===== src/rtl/srrc_pkg.sv =====
// Shared definitions for the SRRC receive-side symbol slicer.
package srrc_pkg;

  localparam int unsigned DefOsr     = 4;
  localparam int unsigned DefDw      = 18;
  localparam int unsigned DefAcqSyms = 64;

  // Symbol codes as produced by the transmit-side up-sampler.
  localparam logic [1:0] SymPos = 2'b01;
  localparam logic [1:0] SymNeg = 2'b11;

  typedef enum logic [1:0] {
    StAcq,
    StDecide,
    StTrack
  } state_e;

  // Width that holds acq_syms magnitudes of a saturated dw-bit sample.
  function automatic int unsigned acc_width(input int unsigned dw, input int unsigned acq_syms);
    return dw - 1 + $clog2(acq_syms);
  endfunction

endpackage


===== src/rtl/srrc_phase_argmax.sv =====
// Combinational OSR-way argmax over unsigned per-phase accumulators.
// Ties resolve to the lowest phase index; all-zero input yields index 0.
module srrc_phase_argmax
  import srrc_pkg::*;
#(
  parameter int unsigned OSR   = DefOsr,
  parameter int unsigned ACC_W = acc_width(DefDw, DefAcqSyms),
  localparam int unsigned IdxW = $clog2(OSR)
) (
  input  logic [OSR-1:0][ACC_W-1:0] acc_i,
  output logic [IdxW-1:0]           best_o
);

  // Heap-ordered compare tree: leaves sit in index order, so the left child
  // always covers lower phases and winning ties on the left keeps the lowest.
  always_comb begin
    logic [ACC_W-1:0] val [2*OSR-1];
    logic [IdxW-1:0]  idx [2*OSR-1];
    for (int i = 0; i < int'(OSR); i++) begin
      val[OSR-1+i] = acc_i[i];
      idx[OSR-1+i] = IdxW'(i);
    end
    for (int m = int'(OSR) - 2; m >= 0; m--) begin
      if (val[2*m+2] > val[2*m+1]) begin
        val[m] = val[2*m+2];
        idx[m] = idx[2*m+2];
      end else begin
        val[m] = val[2*m+1];
        idx[m] = idx[2*m+1];
      end
    end
    best_o = idx[0];
  end

endmodule


===== src/rtl/srrc_symbol_slicer.sv =====
// Receive-side symbol recovery after the SRRC filter: picks the sampling
// phase with the largest accumulated magnitude over a training window, then
// decimates to one sample per symbol and hard-slices it to a 2-bit code.
module srrc_symbol_slicer
  import srrc_pkg::*;
#(
  parameter int unsigned OSR      = DefOsr,
  parameter int unsigned ACQ_SYMS = DefAcqSyms,
  parameter int unsigned DW       = DefDw,
  parameter int unsigned ACC_W    = acc_width(DW, ACQ_SYMS)
) (
  input  logic                 clk,
  input  logic                 reset,
  input  logic signed [DW-1:0] Din,
  output logic [1:0]           Dout,
  output logic                 Dout_valid,
  output logic                 Locked
);

  localparam int unsigned PhW  = $clog2(OSR);
  localparam int unsigned N    = ACQ_SYMS * OSR;
  localparam int unsigned CntW = (N > 1) ? $clog2(N) : 1;

  localparam logic [CntW-1:0] CntLast = CntW'(N - 1);
  localparam logic [DW-1:0]   DinMin  = {1'b1, {(DW-1){1'b0}}};

  state_e                   state_q, state_d;
  logic [PhW-1:0]           ph_q, ph_d;
  logic [CntW-1:0]          cnt_q, cnt_d;
  logic [OSR-1:0][ACC_W-1:0] acc_q, acc_d;
  logic [PhW-1:0]           best_q, best_d;
  logic                     locked_q, locked_d;
  logic [1:0]               dout_q, dout_d;
  logic                     dout_valid_q, dout_valid_d;

  logic [DW-2:0]            mag;
  logic [PhW-1:0]           argmax_best;

  srrc_phase_argmax #(
    .OSR   (OSR),
    .ACC_W (ACC_W)
  ) u_argmax (
    .acc_i  (acc_q),
    .best_o (argmax_best)
  );

  // Saturating magnitude: the most negative code would overflow on negation.
  always_comb begin
    if (!Din[DW-1]) begin
      mag = Din[DW-2:0];
    end else if (Din == DinMin) begin
      mag = '1;
    end else begin
      mag = ~Din[DW-2:0] + (DW-1)'(1);
    end
  end

  // Free-running phase; OSR is a power of two so the wrap is implicit.
  always_comb begin
    ph_d = ph_q + PhW'(1);
  end

  // Acquisition / decision / tracking next-state and slicer.
  always_comb begin
    state_d      = state_q;
    cnt_d        = cnt_q;
    acc_d        = acc_q;
    best_d       = best_q;
    locked_d     = locked_q;
    dout_d       = dout_q;
    dout_valid_d = 1'b0;

    case (state_q)
      StAcq: begin
        acc_d[ph_q] = acc_q[ph_q] + ACC_W'(mag);
        cnt_d       = cnt_q + CntW'(1);
        if (cnt_q == CntLast) begin
          state_d = StDecide;
        end
      end
      // The sample arriving in this cycle is dropped while the winner settles.
      StDecide: begin
        best_d   = argmax_best;
        locked_d = 1'b1;
        state_d  = StTrack;
      end
      StTrack: begin
        if (ph_q == best_q) begin
          dout_d       = Din[DW-1] ? SymNeg : SymPos;
          dout_valid_d = 1'b1;
        end
      end
      default: begin
        state_d = StAcq;
      end
    endcase
  end

  // State register with synchronous reset.
  always_ff @(posedge clk) begin
    if (reset) begin
      state_q      <= StAcq;
      ph_q         <= '0;
      cnt_q        <= '0;
      acc_q        <= '0;
      best_q       <= '0;
      locked_q     <= 1'b0;
      dout_q       <= 2'b00;
      dout_valid_q <= 1'b0;
    end else begin
      state_q      <= state_d;
      ph_q         <= ph_d;
      cnt_q        <= cnt_d;
      acc_q        <= acc_d;
      best_q       <= best_d;
      locked_q     <= locked_d;
      dout_q       <= dout_d;
      dout_valid_q <= dout_valid_d;
    end
  end

  assign Dout       = dout_q;
  assign Dout_valid = dout_valid_q;
  assign Locked     = locked_q;

endmodule


===== config.mk =====
export PLATFORM = sky130hd
export DESIGN_NAME = srrc_symbol_slicer
export DESIGN_NICKNAME = d
export VERILOG_FILES = /design/src/rtl/srrc_pkg.sv /design/src/rtl/srrc_phase_argmax.sv /design/src/rtl/srrc_symbol_slicer.sv
export SDC_FILE = /design/constraint.sdc
export NUM_CORES = 1
export LEC_CHECK = 0
export ABC_AREA = 1
export CORE_MARGIN = 2
export CORE_UTILIZATION = 64
export DETAILED_ROUTE_END_ITERATION = 8
export PLACE_DENSITY = 0.82
export SLEW_MARGIN = 20
export SYNTH_ARGS = -nofsm -noshare
export SYNTH_HDL_FRONTEND = slang
export SYNTH_HIERARCHICAL = 1
export SYNTH_SLANG_ARGS = --single-unit

===== constraint.sdc =====
create_clock -name clk -period 4.7 [get_ports clk]
set_input_delay 0.94 -clock clk [delete_from_list [all_inputs] [get_ports clk]]
set_output_delay 0.94 -clock clk [all_outputs]
set_load 0.005 [all_outputs]

After elaboration in Yosys (flattened, before gate mapping)
Cells that the tools add are included.

storage, ports and cells
  flip-flop bits (word level) = 110
  output and inout port bits = 4

cells by class
  add/sub/neg operators = 4
  $lt $le $gt $ge = 5
  equal/unequal tests = 6
  mux-type cells = 16
  bitwise gates (word level) = 2
  reduce and logical (&&, ||, !) cells = 5

operators with widths
  operator                                             count
  bitwise mux 92 bit                                   1
  two-way mux 23 bit                                   4
  greater-than comparator 23 bit                       3
  binary-select mux 23 bit (select 2 bit)              1
  demux 23 bit (select 2 bit)                          1
  two-way mux 17 bit                                   2
  adder 23 x 17 -> 23 bit                              1
  == test 18 bit, second input constant                1
  adder 17 x 1 -> 17 bit, second input constant        1
  inverter 17 bit                                      1
  adder 8 x 1 -> 8 bit, second input constant          1
  == test 8 bit, second input constant                 1
  two-way mux 2 bit                                    3
  one-hot mux 2 bit (3 select lines)                   1
  AND reduction 2 bit                                  2
  < comparator 2 x 3 -> 1 bit, second input constant   1
  two-way mux 1 bit                                    3
  adder 2 x 1 -> 2 bit, second input constant          1
  == test 2 x 1 -> 1 bit, second input constant        1
  == test 2 bit                                        1
  == test 2 bit, second input constant                 1
  >= comparator 2 x 1 -> 1 bit, second input constant  1
  logical NOT 2 bit                                    1
  inequality test 2 bit, second input constant         1
  other kinds (3)                                      3

Depth between registers and ports, before layout
Gate-level depths: netlist of the first run.

  word-level depth = 6
  mapped depth = 29
  depth with buffers taken out = 28

Cells and area by module
Netlist of the first run, hierarchy kept.

by module, submodules not included
  module              times used  cells each  area an instance (um^2)  seq. area each (um^2)
  srrc_symbol_slicer  1           1035        6556.3                   2202.1
  srrc_phase_argmax   1           465         2600.0                   0.0

Least setup slack after synthesis of the first run
OpenSTA, ideal clock, no wires.

  path type = input port to flip-flop
  start point = in Din[0]
  end point = reg acc_q[22] (netlist bit)
  library setup time = 0.109 ns
  arrival time = 3.407 ns
  required time = 4.591 ns
  setup slack = 1.184 ns
  cell stages on the path = 22
  cells stage by stage = inv_1 > ha_1 > nand3_1 > nor3_2 > nand4_1 > nor2_1 > nand2_1 > nand2_1 > o21ai_0 > fa_1 > nor2_1 > nand2_1 > nand3b_1 > nand2_1 > nand2_1 > nand2_1 > nand2_1 > nand2_1 > nand2_1 > nand3_1 > nand2_1 > inv_1

on the way
  word-level cells in the longest chain between the ends = 6
  elaborated cells between the ends (all ways) = 7
  classes of those cells = add/sub (2); eq/ne (1); mux (3); bitwise (1)

ends and longest elaborated chain
  item                         RTL line                   text
  start, declared              srrc_symbol_slicer.sv:14   input logic signed [DW-1:0] Din,
  inverter 17 bit              srrc_symbol_slicer.sv:54   mag = ~Din[DW-2:0] + (DW-1)'(1);
  adder 17 x 1 -> 17 bit       srrc_symbol_slicer.sv:54
  two-way mux 17 bit           srrc_symbol_slicer.sv:51   end else if (Din == DinMin) begin
  two-way mux 17 bit (*)       srrc_symbol_slicer.sv:49   if (!Din[DW-1]) begin
  adder 23 x 17 -> 23 bit (*)  srrc_symbol_slicer.sv:75   acc_d[ph_q] = acc_q[ph_q] + ACC_W'(mag);
  bitwise mux 92 bit (*)       srrc_symbol_slicer.sv:75
  end signal, assigned         srrc_symbol_slicer.sv:105  acc_q <= '0;
  end signal, assigned         srrc_symbol_slicer.sv:114  acc_q <= acc_d;
  end, declared                srrc_symbol_slicer.sv:30   logic [OSR-1:0][ACC_W-1:0] acc_q, acc_d;

Every way passes the cells marked *; elsewhere a longest branch is shown, timed or not.
A chain may end at the register's enable or synchronous reset.

Worst setup path after layout of the first run
  start point = in Din[1]
  end point = reg acc_q[15] (netlist bit)

Same word-level chain as after synthesis.

==> run summary, run 1 <==
status = finished, final reports clean
Max Clock Skew = 0.0106 ns
fin crit share = 85.8%
die height = 124 µm
area of the core = 13900 µm²
area grow syn2layout = 6.42%
Sw Ratio = 46.5%
Post-Syn Nets = 1613
vias per inst = 5.50
detail-routed net length per standard cell = 14.7 µm
largest net degree at the start of global routing = 83
Power Density = 398 nW/µm²
Hold Path Depth = 2
Setup Fix Bufs, Post-CTS = 0
Initial Utilization = 65.7%
slew margin rel. = 36.8%
All-Layer GR Usage = 34.2%
post-CTS resize count = 0
initial antenna violation count = 1
Port Buffers = 23
maximum clock path buffer count = 2
Yosys top cell by area = dfxtp_1
Worst Path Required = 4.96 ns
fillcell total = 1261
dpl ws = 0.322 ns
Yosys warnings = 6
Worst-path clk slew = 0.08 ns
Worst-Skew Late Latency = 0.36 ns
Reg power frac = 28.9%
layout cells sized above 1 = 5.80%
Root Driver = clkbuf_16
Cell variety after synth = 41
Post-route DRC = 0
critical path class = in2reg
Max-Cap Viols = 0
post-synth top area share = 24.1%
final hold violation count = 0
crit path max fanout = 14
most frequent cells in the layout = nand2_1, inv_1, nor2_1
FP Rows = 43
global-route wire length before repair = 40400 µm
Tightest Hold Check Type = reg2reg
Post-synth top flop = dfxtp_1
clk sinks = 110
die width = 124 µm
diode count = 0
R2R setup slack = 0.71 ns
post-route minimum period = 4.03 ns
drt pass-1 iters = 5
DRT iter0 DRCs = 962
gr ovfl total = 0
Sw Pwr = 1.81 mW
final worst slack = 0.668 ns
commonest non-fill, non-tap cell in the layout = nand2_1
R2R Path End = best_q[0]
Post-synth EDFFs = 0
Lkg Pwr = 5.36 nW
RSZ-0062 raised after global routing = false
Synth area leaders = dfxtp_1, nand2_1, ha_1, inv_1, nor2_1
Synth Area per Inst = 6.10 µm²
dpl hpwl = 17500 µm
sequential area share after synthesis = 24.1%
Cell Area, Synth = 9160 µm²
Synth Register Bits = 110
endpoint type of the worst setup path = register
CTS tree = done
Tightest Pin Transition = 0.949 ns
worst vdd ir = 0.232 mV
H-tree depth = 3
vias after detailed routing = 9240
internal power = 2.08 mW
Finish-stage setup viols = 0
Hold Startpoint = cnt_q[3]
Critical Path Start Type = input port
setup tns final = 0 ns
WHS Endpoint = cnt_q[3]
Post-DRT Antenna Nets = 0
hold_buf cts = 0
clock group share of total power = 20.8%
logic gate share of total power = 50.3%
io pins = 24
Crit path arrival time = 4.30 ns
Highest Clock Rate = 0.248 GHz
final net count = 1609
FF-to-FF path depth = 24
Syn Inst Count = 1500
die area = 15300 µm²
async set-reset flop share out of synthesis = 0%
Slew Limit Fails = 0
gp weighted congestion = 0.957
vias in the first global route = 8270
RR Startpoint = acc_q[18]
total CTS buffers = 9
final WL = 24700 µm
[cells by family after synthesis]
group                      share of synthesized area, %
and+or+nand+nor                                    31.5
adders and majority gates                          12.8
buffers and inverters                              14.1
DFF                                                24.1
xor gates and xnor gates                           1.72
AOI/OAI and AO/OA                                  15.9
[power by group through the flow]
stage          Combinational [mW]  Clock, mW  Sequential, mW
2_1_floorplan                1.44          0            1.12
3_3_place_gp                 1.84          0            1.14
3_5_place_dp                 1.88          0            1.14
4_1_cts                      1.90      0.815            1.12
5_1_grt                      2.18      0.845            1.14
6_report                     1.95      0.809            1.12
[synth_stat cells, types with 6 or more instances]
master,instances
inv_1,262
buf_6,8
inv_2,7
nand3_1,75
or2_2,7
o21ai_0,102
xor2_1,13
nand2_2,6
nand2_1,394
buf_2,12
clkbuf_1,30
a21oi_1,103
o21ai_2,23
ha_1,92
dfxtp_1,110
nand4_1,8
nor3_1,10
o211ai_1,15
nor2_1,178
[registers in the layout (all words and copies together), names as in the netlist]
signal,count
state_q,2
acc_q,92
cnt_q,8
best_q,2
Locked,1
Dout,2
Dout_valid,1
ph_q,2
[worst max path at each step]
stage	start	endpoint	slack, ns	cells after the start
5_1_grt	Din[1]	acc_q[57]	0.29	19
6_report	Din[1]	acc_q[15]	0.67	21
2_1_floorplan	Din[0]	acc_q[22]	1.18	22
4_1_cts	Din[1]	acc_q[62]	0.68	20
3_3_place_gp	Din[1]	acc_q[61]	0.39	21
3_5_place_dp	Din[1]	acc_q[20]	0.32	20
[area by class of cell]
cell class / instances / area, µm² / area share (%)
tap: 180 / 225 / 2.31
inverter: 273 / 1020 / 10.5
sequential: 110 / 2200 / 22.6
clock inverter: 7 / 85.1 / 0.873
timing repair buffer: 35 / 315 / 3.24
multi-input combinational: 1067 / 5670 / 58.2
clock buffer: 9 / 225 / 2.31
[through the flow]
step	hold slack, ns	power, mW	util (%)	std cells	area, µm²
floorplan	0.437	2.56	-	1500	9160
detailed placement	0.470	3.02	67.7	1665	9430
global route	0.513	4.16	69.9	1681	9740
global placement	0.459	2.98	67.7	1665	9430
finish	0.490	3.88	69.9	1681	9740
CTS	0.487	3.83	69.9	1681	9740
[layer usage]
layer  routed length [µm]  global-route usage, %  vias up
li1                     -                      -     4699
met1                11100                   47.2     4117
met2                10500                   53.1      359
met3                 2200                   5.27       63
met4                  875                   14.5        2
met5                   13                      0        -
[critical path: stages]
cell,delay (ns)
clkdlybuf4s50_1,0.42
inv_1,0.08
ha_1,0.16
nand3_1,0.12
nor3_2,0.24
nand4_1,0.21
nor2_1,0.13
nand2_1,0.07
buf_4,0.19
nand2_1,0.10
ha_1,0.30
a21oi_1,0.21
nand2_1,0.14
nand3_1,0.09
nand3_1,0.18
nand2_1,0.11
nand2_1,0.07
xnor2_1,0.33
nand2_1,0.09
nand2_1,0.08
inv_1,0.04
(Power assumes the default switching activity.)
==> inputs of run 2 (changes only) <==
--- a/config.mk
+++ b/config.mk
@@ -7,9 +7,9 @@
 export LEC_CHECK = 0
 export ABC_AREA = 1
 export CORE_MARGIN = 2
-export CORE_UTILIZATION = 64
+export CORE_UTILIZATION = 55
 export DETAILED_ROUTE_END_ITERATION = 8
-export PLACE_DENSITY = 0.82
+export PLACE_DENSITY = 0.72
 export SLEW_MARGIN = 20
 export SYNTH_ARGS = -nofsm -noshare
 export SYNTH_HDL_FRONTEND = slang
==> run summary, run 2 (synthesis results as in run 1) <==
WHS Endpoint = state_q[0]
vias per inst = 5.26 (-4.3%)
status = finished, final reports clean
global-route wire length before repair = 40600 µm (+0.41%)
RSZ-0062 raised after global routing = false
FP Rows = 47 (+9.3%)
vias in the first global route = 7962 (-3.7%)
endpoint type of the worst setup path = register
gr ovfl total = 0 (unchanged)
detail-routed net length per standard cell = 14.6 µm (-0.79%)
Post-DP Area = 9510 µm² (+0.85%)
Crit path arrival time = 4.36 ns (+0.06 ns)
Hold Path Depth = 2 (unchanged)
Worst-Skew Late Latency = 0.36 ns (about the same)
Highest Clock Rate = 0.244 GHz (-1.5%)
gp weighted congestion = 0.959 (+0.15%)
Port Buffers = 23 (unchanged)
CTS tree = done
slew margin rel. = 34.7% (-2.0 points)
slowest stage delay, CP = 0.42 ns (about the same)
commonest non-fill, non-tap cell in the layout = nand2_1
setup tns final = 0 ns (unchanged)
Post-route DRC = 0 (unchanged)
H-tree depth = 3 (unchanged)
fin crit share = 87.1% (+1.3 points)
hold_buf cts = 0 (unchanged)
initial antenna violation count = 0 (-1)
Setup Fix Bufs, Post-CTS = 0 (unchanged)
critical path class = in2reg
total CTS buffers = 9 (unchanged)
dpl hpwl = 18100 µm (+3.5%)
crit path max fanout = 14 (unchanged)
area grow syn2layout = 7.32%
maximum clock path buffer count = 2 (unchanged)
R2R setup slack = 0.82 ns (+0.11 ns)
die area = 17700 µm² (+16%)
die width = 133 µm (+7.6%)
Hold Startpoint = cnt_q[7]
DRT iter0 DRCs = 727 (-24%)
Power Density = 395 nW/µm² (-0.81%)
Critical Path Start Type = input port
CP dominant cell by count = nand2_1
Largest Register = acc_q
R2R Path End = best_q[0]
CP top delay family = simple AND/OR/NAND/NOR gates
final WL = 25200 µm (+1.8%)
FF-to-FF path depth = 24 (unchanged)
Initial Utilization = 55.8% (-9.9 points)
Max Clock Skew = 0.0148 ns (+0.00423 ns)
RR Startpoint = acc_q[18]
Root Driver = clkbuf_16
Max-Cap Viols = 0 (unchanged)
post-route minimum period = 4.09 ns (+0.0615 ns)
largest net degree at the start of global routing = 83 (unchanged)
WHS = 0.471 ns (-0.0194 ns)
worst vdd ir = 0.206 mV (-11%)
All-Layer GR Usage = 28.9% (-5.3 points)
final net count = 1613 (+0.25%)
WP buf/inv = 4 (unchanged)
Post-DRT Antenna Nets = 0 (unchanged)
max reg flops = 92 (unchanged)
Worst Path Required = 4.96 ns (about the same)
Layout Cells excl Fill = 1725 (+2.6%)
slowest CP cell = clkdlybuf4s50_1
drt pass-1 iters = 5 (unchanged)
area of the core = 16400 µm² (+18%)
total power = 3.88 mW (about the same)
io pins = 24 (unchanged)
largest registers = acc_q: 92 flops, cnt_q: 8 flops
clk sinks = 110 (unchanged)
layout cells sized above 1 = 6.05% (+0.25 points)
Cells after DPL = 1709 (+2.6%)
final hold violation count = 0 (unchanged)
most frequent cells in the layout = nand2_1, inv_1, nor2_1
Lkg Pwr = 5.37 nW (+0.28%)
Finished Cell Area = 9830 µm² (+0.85%)
cells along the critical path = clkdlybuf4s50_1 > inv_1 > ha_1 > nand3_1 > nor3_2 > nand4_1 > nor2_1 > nand2_1 > buf_4 > nand2_1 > ha_1 > a21oi_1 > nand2_1 > nand3_1 > nand3_1 > nand2_1 > nand2_1 > xnor2_1 > nand2_1 > nand2_1 > inv_1
Slew Limit Fails = 0 (unchanged)
Finish-stage setup viols = 0 (unchanged)
diode count = 0 (unchanged)
Worst-path clk slew = 0.08 ns (about the same)
Tightest Pin Transition = 0.979 ns (+0.0305 ns)
post-CTS resize count = 0 (unchanged)
vias after detailed routing = 9077 (-1.8%)
Tightest Hold Check Type = reg2reg
die height = 133 µm (+7.6%)
-- run 2: cell type report --
class	count	area, µm²
Clock buffer	9	225
Clock inverter	7	87.6
Fill cell	1678	6580
Inverter	273	1020
Multi-Input combinational cell	1067	5670
Sequential cell	110	2200
Tap cell	220	275
Timing Repair Buffer	39	345
-- run 2: metrics by stage --
step           worst slack (ns)  util (%)
3_5_place_dp              0.244      58.0
3_3_place_gp              0.299      58.0
2_1_floorplan              1.18         -
4_1_cts                   0.636      59.9
6_report                  0.607      59.9
5_1_grt                   0.157      59.9
-- run 2: metal layers --
| metal | vias up | part of all wire (%) | GRT usage [%] |
|---|---|---|---|
| li1 | 4709 | - | - |
| met3 | 30 | 7.0 | 3.95 |
| met5 | - | 0 | 0 |
| met2 | 272 | 44 | 45.4 |
| met1 | 4066 | 48 | 41.6 |
| met4 | 0 | 1.9 | 7.29 |
-- run 2: report_power, final --
part           internal (mW)  total [mW]  leakage [nW]  switching [mW]
Sequential              1.03        1.12         0.903          0.0885
Combinational          0.628        1.94          4.32            1.31
Clock                  0.425       0.821         0.146           0.396
Total                   2.09        3.88          5.37            1.80
-- run 2: how the worst max path moves through the flow --
stage / from / to / slack (ns) / cells past startpoint
3_3_place_gp: Din[1] / acc_q[61] / 0.30 / 21
6_report: Din[1] / acc_q[61] / 0.61 / 21
4_1_cts: Din[1] / acc_q[68] / 0.64 / 23
5_1_grt: Din[0] / acc_q[61] / 0.16 / 21
3_5_place_dp: Din[1] / acc_q[68] / 0.24 / 23
2_1_floorplan: Din[0] / acc_q[22] / 1.18 / 22
-- run 2: worst reg2reg max path, stage by stage (launching register included) --
cell and delay [ns]:
dfxtp_1 0.37, inv_1 0.07, ha_1 0.30, nand2_1 0.07, nor2_1 0.22, nand2_2 0.15, nor2_1 0.12, nand2_1 0.09
nand3_2 0.09, nand2_4 0.38, nand2_1 0.22, o21ai_2 0.07, ha_1 0.31, nand2_1 0.08, nor2_1 0.19, nand2_1 0.15
nor2_1 0.20, nand2_1 0.11, nand2_1 0.07, nor2_1 0.04, nor2_1 0.13, nand2_1 0.07, nand2_1 0.17, nor2_1 0.07
nor2_1 0.09
==> inputs of run 3 (changes only) <==
--- a/config.mk
+++ b/config.mk
@@ -10,7 +10,6 @@
 export CORE_UTILIZATION = 55
 export DETAILED_ROUTE_END_ITERATION = 8
 export PLACE_DENSITY = 0.72
-export SLEW_MARGIN = 20
 export SYNTH_ARGS = -nofsm -noshare
 export SYNTH_HDL_FRONTEND = slang
 export SYNTH_HIERARCHICAL = 1
==> results of run 3 <==
The final DEF is identical to that of run 2; final timing and power are the same.
